===== src/rtl/mips_ctrl_pkg.sv =====
// Shared definitions for the multicycle MIPS control path.
// Contents:
//   state_t        - main control FSM state encodings (also visible on the
//                    State debug port)
//   OP_*           - opcode field values (IR[31:26]) recognised by the FSM
//   SRCB_*         - ALU operand-B mux select encodings
//   ALUOP_*        - ALU control request encodings
//   PCSRC_*        - PC source mux select encodings
//   dispatch_state - DECODE-state dispatch on opcode
package mips_ctrl_pkg;

    typedef enum logic [3:0] {
        S_RST    = 4'd0,
        S_FETCH  = 4'd1,
        S_DECODE = 4'd2,
        S_MEMADR = 4'd3,
        S_MEMRD  = 4'd4,
        S_MEMWB  = 4'd5,
        S_MEMWR  = 4'd6,
        S_REXEC  = 4'd7,
        S_RWB    = 4'd8,
        S_BRANCH = 4'd9,
        S_JUMP   = 4'd10,
        S_ADDIEX = 4'd11,
        S_ADDIWB = 4'd12,
        S_EXC    = 4'd13
    } state_t;

    localparam logic [5:0] OP_RTYPE = 6'b000000;
    localparam logic [5:0] OP_LW    = 6'b100011;
    localparam logic [5:0] OP_SW    = 6'b101011;
    localparam logic [5:0] OP_BEQ   = 6'b000100;
    localparam logic [5:0] OP_J     = 6'b000010;
    localparam logic [5:0] OP_ADDI  = 6'b001000;

    localparam logic [1:0] SRCB_B       = 2'b00;
    localparam logic [1:0] SRCB_FOUR    = 2'b01;
    localparam logic [1:0] SRCB_IMM     = 2'b10;
    localparam logic [1:0] SRCB_IMM_SH2 = 2'b11;

    localparam logic [1:0] ALUOP_ADD   = 2'b00;
    localparam logic [1:0] ALUOP_SUB   = 2'b01;
    localparam logic [1:0] ALUOP_FUNCT = 2'b10;

    localparam logic [1:0] PCSRC_ALU    = 2'b00;
    localparam logic [1:0] PCSRC_ALUOUT = 2'b01;
    localparam logic [1:0] PCSRC_JUMP   = 2'b10;
    localparam logic [1:0] PCSRC_EXC    = 2'b11;

    // Where DECODE goes for a given opcode; anything unrecognised traps.
    function automatic state_t dispatch_state(input logic [5:0] op);
        case (op)
            OP_LW, OP_SW: dispatch_state = S_MEMADR;
            OP_RTYPE:     dispatch_state = S_REXEC;
            OP_BEQ:       dispatch_state = S_BRANCH;
            OP_J:         dispatch_state = S_JUMP;
            OP_ADDI:      dispatch_state = S_ADDIEX;
            default:      dispatch_state = S_EXC;
        endcase
    endfunction

endpackage


===== src/rtl/mem_wait_counter.sv =====
// Memory wait-state counter.
// Counts 0..MEM_LATENCY-1 while 'active' is high and flags the final cycle.
// The count returns to zero on the last cycle (the owning state exits then)
// and whenever 'active' is low, so every memory state starts from zero.
// Ports:
//   clk    - system clock, rising edge
//   reset  - synchronous, active-low
//   active - current state is a memory-access state
//   last   - count has reached MEM_LATENCY-1
module mem_wait_counter #(
    parameter int MEM_LATENCY = 1,
    parameter int CNT_W       = $clog2(MEM_LATENCY + 1)
) (
    input  logic clk,
    input  logic reset,
    input  logic active,
    output logic last
);

    localparam logic [CNT_W-1:0] LAST_CNT = CNT_W'(MEM_LATENCY - 1);

    logic [CNT_W-1:0] count;

    assign last = (count == LAST_CNT);

    always_ff @(posedge clk) begin
        if (!reset) begin
            count <= '0;
        end else if (!active || last) begin
            count <= '0;
        end else begin
            count <= count + 1'b1;
        end
    end

endmodule


===== src/rtl/main_control_fsm.sv =====
// Multicycle MIPS main control unit (Moore FSM).
// Sequences fetch/decode/execute/memory/writeback and drives every datapath
// select and enable. Outputs decode only the state and the wait-counter
// last-cycle flag; Opcode feeds next-state logic only.
//
// state  | meaning
// -------+------------------------------------------------------------
// RST    | reset; all outputs low
// FETCH  | read instruction at PC, PC+4 in ALU; IR/PC load on last cycle
// DECODE | branch target (PC + imm<<2) into ALUOut; dispatch on opcode
// MEMADR | effective address A + imm
// MEMRD  | load read at ALUOut for MEM_LATENCY cycles
// MEMWB  | write MDR to rt
// MEMWR  | store at ALUOut; single write pulse on last cycle
// REXEC  | R-type ALU op (funct decoded)
// RWB    | write ALUOut to rd
// BRANCH | A - B; PC <= ALUOut when Zero
// JUMP   | PC <= jump target
// ADDIEX | A + imm
// ADDIWB | write ALUOut to rt
// EXC    | undefined opcode; PC <= exception vector, IllegalOp latched
//
// Ports:
//   clk, reset (sync active-low), Opcode = IR[31:26]
//   PCWrite, PCWriteCond, IorD, MemRead, MemWrite, IRWrite, MemtoReg,
//   RegDst, RegWrite, ALUSrcA, ALUSrcB[1:0], ALUOp[1:0], PCSource[1:0]
//   IllegalOp (sticky until reset), State[3:0] (debug)
module main_control_fsm
    import mips_ctrl_pkg::*;
#(
    parameter int MEM_LATENCY = 1,
    parameter int CNT_W       = $clog2(MEM_LATENCY + 1)
) (
    input  logic       clk,
    input  logic       reset,
    input  logic [5:0] Opcode,
    output logic       PCWrite,
    output logic       PCWriteCond,
    output logic       IorD,
    output logic       MemRead,
    output logic       MemWrite,
    output logic       IRWrite,
    output logic       MemtoReg,
    output logic       RegDst,
    output logic       RegWrite,
    output logic       ALUSrcA,
    output logic [1:0] ALUSrcB,
    output logic [1:0] ALUOp,
    output logic [1:0] PCSource,
    output logic       IllegalOp,
    output logic [3:0] State
);

    state_t state_q;
    state_t state_next;
    logic   mem_active;
    logic   mem_last;
    logic   illegal_q;

    always_ff @(posedge clk) begin
        if (!reset) begin
            state_q   <= S_RST;
            illegal_q <= 1'b0;
        end else begin
            state_q <= state_next;
            if (state_q == S_EXC) begin
                illegal_q <= 1'b1;
            end
        end
    end

    assign mem_active = (state_q == S_FETCH) || (state_q == S_MEMRD) ||
                        (state_q == S_MEMWR);

    mem_wait_counter #(
        .MEM_LATENCY (MEM_LATENCY),
        .CNT_W       (CNT_W)
    ) u_wait (
        .clk    (clk),
        .reset  (reset),
        .active (mem_active),
        .last   (mem_last)
    );

    always_comb begin
        state_next  = S_RST;
        PCWrite     = 1'b0;
        PCWriteCond = 1'b0;
        IorD        = 1'b0;
        MemRead     = 1'b0;
        MemWrite    = 1'b0;
        IRWrite     = 1'b0;
        MemtoReg    = 1'b0;
        RegDst      = 1'b0;
        RegWrite    = 1'b0;
        ALUSrcA     = 1'b0;
        ALUSrcB     = SRCB_B;
        ALUOp       = ALUOP_ADD;
        PCSource    = PCSRC_ALU;

        case (state_q)
            S_RST: begin
                state_next = S_FETCH;
            end
            S_FETCH: begin
                MemRead = 1'b1;
                ALUSrcB = SRCB_FOUR;
                // IR and PC load only once the read data is valid.
                if (mem_last) begin
                    IRWrite    = 1'b1;
                    PCWrite    = 1'b1;
                    state_next = S_DECODE;
                end else begin
                    state_next = S_FETCH;
                end
            end
            S_DECODE: begin
                ALUSrcB    = SRCB_IMM_SH2;
                state_next = dispatch_state(Opcode);
            end
            S_MEMADR: begin
                ALUSrcA    = 1'b1;
                ALUSrcB    = SRCB_IMM;
                state_next = (Opcode == OP_SW) ? S_MEMWR : S_MEMRD;
            end
            S_MEMRD: begin
                MemRead    = 1'b1;
                IorD       = 1'b1;
                state_next = mem_last ? S_MEMWB : S_MEMRD;
            end
            S_MEMWB: begin
                RegWrite   = 1'b1;
                MemtoReg   = 1'b1;
                state_next = S_FETCH;
            end
            S_MEMWR: begin
                IorD = 1'b1;
                if (mem_last) begin
                    MemWrite   = 1'b1;
                    state_next = S_FETCH;
                end else begin
                    state_next = S_MEMWR;
                end
            end
            S_REXEC: begin
                ALUSrcA    = 1'b1;
                ALUOp      = ALUOP_FUNCT;
                state_next = S_RWB;
            end
            S_RWB: begin
                RegWrite   = 1'b1;
                RegDst     = 1'b1;
                state_next = S_FETCH;
            end
            S_BRANCH: begin
                ALUSrcA     = 1'b1;
                ALUOp       = ALUOP_SUB;
                PCWriteCond = 1'b1;
                PCSource    = PCSRC_ALUOUT;
                state_next  = S_FETCH;
            end
            S_JUMP: begin
                PCWrite    = 1'b1;
                PCSource   = PCSRC_JUMP;
                state_next = S_FETCH;
            end
            S_ADDIEX: begin
                ALUSrcA    = 1'b1;
                ALUSrcB    = SRCB_IMM;
                state_next = S_ADDIWB;
            end
            S_ADDIWB: begin
                RegWrite   = 1'b1;
                state_next = S_FETCH;
            end
            S_EXC: begin
                PCWrite    = 1'b1;
                PCSource   = PCSRC_EXC;
                state_next = S_FETCH;
            end
            default: begin
                state_next = S_RST;
            end
        endcase
    end

    // Visible during EXC itself, then held by the sticky register.
    assign IllegalOp = illegal_q | (state_q == S_EXC);
    assign State     = state_q;

endmodule


===== config.mk =====
export PLATFORM = sky130hd
export DESIGN_NAME = main_control_fsm
export DESIGN_NICKNAME = d
export VERILOG_FILES = /design/src/rtl/mips_ctrl_pkg.sv /design/src/rtl/mem_wait_counter.sv /design/src/rtl/main_control_fsm.sv
export SDC_FILE = /design/constraint.sdc
export NUM_CORES = 1
export LEC_CHECK = 0
export BUFFER_PORTS_ARGS = -buffer_cell sky130_fd_sc_hd__buf_2
export CORE_AREA = 5 5 42 44
export CTS_CLUSTER_DIAMETER = 30
export DETAILED_ROUTE_END_ITERATION = 12
export DIE_AREA = 0 0 47 49
export GPL_TIMING_DRIVEN = 1
export PLACE_DENSITY = 0.79
export SLEW_MARGIN = 5
export SYNTH_ARGS = -nofsm -noshare
export SYNTH_HDL_FRONTEND = slang
export SYNTH_HIERARCHICAL = 1
export SYNTH_SLANG_ARGS = --single-unit

===== constraint.sdc =====
create_clock -name clk -period 1.81 [get_ports clk]
set_input_delay 0.2715 -clock clk [delete_from_list [all_inputs] [get_ports clk]]
set_output_delay 0.2715 -clock clk [all_outputs]
set_load 0.02 [all_outputs]

==> summary.txt <==
Metal1 wirelength -> 708 µm
Setup Buffers After CTS -> 0
Die height -> 49 µm
Die area -> 2300 µm²
CTS tree -> done
Register share of total power -> 35.5%
P_int -> 0.273 mW
FMAX -> 570 MHz
RR Startpoint -> State[0]
P&R area growth vs syn -> 38.2%
Max Cap Viol -> 0
CTS H-Tree Depth -> 1
Hold Fails Final Rpt -> 0
Final setup violation count -> 0
Uppermost layer routed -> met3
Worst Hold Depth -> 2
Leakage -> 0.398 nW
Hold path endpoint -> illegal_q
Pin count of the biggest net entering global routing -> 16
First-pass GRT wire length -> 2590 µm
Met3 WL -> 138 µm
Core Footprint -> 1400 µm²
Reg2reg end -> State[1]
Hold_sp -> reset
Wirelength, routed -> 1620 µm
Crit path DAT -> 1.48 ns
DR DRC count -> 0
P_sw -> 0.156 mW
WL per Instance -> 12.5 µm
Global route overflow -> 0
PD cells -> 568 nW/µm²
Cells on worst reg2reg path -> 4
Gate power share -> 33.7%
WHS -> 0.300 ns
Post-route ant nets -> 0
Root buf cell -> clkbuf_4
Final Slew Violations -> 0
Syn_area_per_cell -> 6.51 µm²
Die X -> 47 µm
Status -> finished, final reports clean
RD Place Congestion -> 0.840
CP Max Fanout -> 15
Layout Nets -> 124
Port bufs -> 28
Vias -> 713
Post-Syn Area -> 547 µm²
DR pass1 iterations -> 4
Fin cells -> 130
I/O pin cnt -> 29
Design area -> 756 µm²
Overall Global Routing Usage -> 14.4%
Placed cell count -> 127
Fin crit period -> 1.76 ns
CTS Sinks -> 6
CP Launch Type -> register
Period utilization -> 97.0%
Clock Pin Slew Worst Setup and Hold Paths -> 0.05 ns
Post-place instance area -> 716 µm²
Setup TNS Final -> 0 ns
Vias per Instance -> 5.48
YS warnings -> 6
Vias in the first global route -> 626
CTS max path bufs -> 2
Total power -> 0.429 mW
Synth Net Count -> 92
Skew-Pair Late Insertion Delay -> 0.25 ns
Initial antenna violation count -> 0
Layout cell share with drive strength beyond 1 -> 38.6%
Req. time, crit path -> 1.54 ns
Hold buffers post-CTS -> 0
Met2 WL -> 777 µm
VDD IR-drop max -> 0.000510 V
Post-route clock skew -> 0.000682 ns
Iteration-0 DRC Markers -> 22
Gate Count Post-Synth -> 84
Ant. Diodes -> 0
CP Capture Type -> output port
Flop2flop setup slack -> 0.59 ns
Net Sw Frac -> 36.5%
Starting Density -> 39.0%
Num CTS Buffers -> 3
Worst Hold Class -> in2reg
Clock power share -> 30.8%
FP Rows -> 14
Worst setup path class -> reg2out
Hpwl dp -> 1230 µm
[power groups by stage]
| stage | Combinational, mW | Clock, mW | Sequential [mW] |
|---|---|---|---|
| final | 0.145 | 0.132 | 0.153 |
| after global routing | 0.158 | 0.145 | 0.154 |
| after CTS | 0.141 | 0.130 | 0.150 |
| after detailed placement | 0.140 | 0 | 0.152 |
| after global placement | 0.138 | 0 | 0.152 |
| after floorplan | 0.0852 | 0 | 0.154 |
[metal layers]
metal	GRT usage [%]	vias to the layer above
li1	-	358
met1	19.6	318
met2	21.7	37
met3	3.69	0
met4	4.15	0
met5	0	-
[worst max-delay path by stage]
stage / from / to
after floorplan: State[0] / ALUSrcB[0]
after CTS: State[3] / PCWrite
after detailed placement: State[2] / PCWrite
after global routing: State[0] / PCWrite
final: State[2] / PCWrite
after global placement: State[2] / PCWrite
[cell usage in the layout (no fill, tap or decap), drive strengths merged, types with 2 or more instances in the layout]
master / count
buf: 32
nand2: 11
nor2: 10
nor3: 6
dfxtp: 6
inv: 5
a21oi: 5
nand2b: 5
and2: 4
clkbuf: 3
o21ai: 3
nor2b: 2
a211oi: 2
nand3: 2
a221oi: 2
[through the flow]
step                util (%)  setup slack, ns
global route            53.9          -0.0198
detailed placement      51.1            0.192
global placement        51.1            0.249
finish                  53.9           0.0546
floorplan                  -           0.0710
CTS                     52.8           0.0337
[critical path, cell delays in order, from the launching register on]
cell and delay (ns):
dfxtp_2 0.49, nor2_1 0.10, and3_1 0.20, or2_2 0.28, buf_4 0.16
[state kept, by name (all words and copies together) (netlist names)]
signal / cells
illegal_q: 1
State: 4
u_wait/count: 1
[what timing repair did]
action / 4_1_cts / 5_1_grt
resized for setup: 1 / 6
endpoints found under the hold margin: 0 / 0
pin swaps: 0 / 0
cloned: 0 / 0
setup endpoints to repair: 1 / 1
[final cells by class]
class | count | area, µm²
clock buffers | 3 | 22.5
fillers | 134 | 646
inverters | 5 | 18.8
multi-input cells | 68 | 397
flip-flops and latches | 6 | 125
well taps | 16 | 20.0
repair buffers | 32 | 173
(Power assumes the default switching activity.)
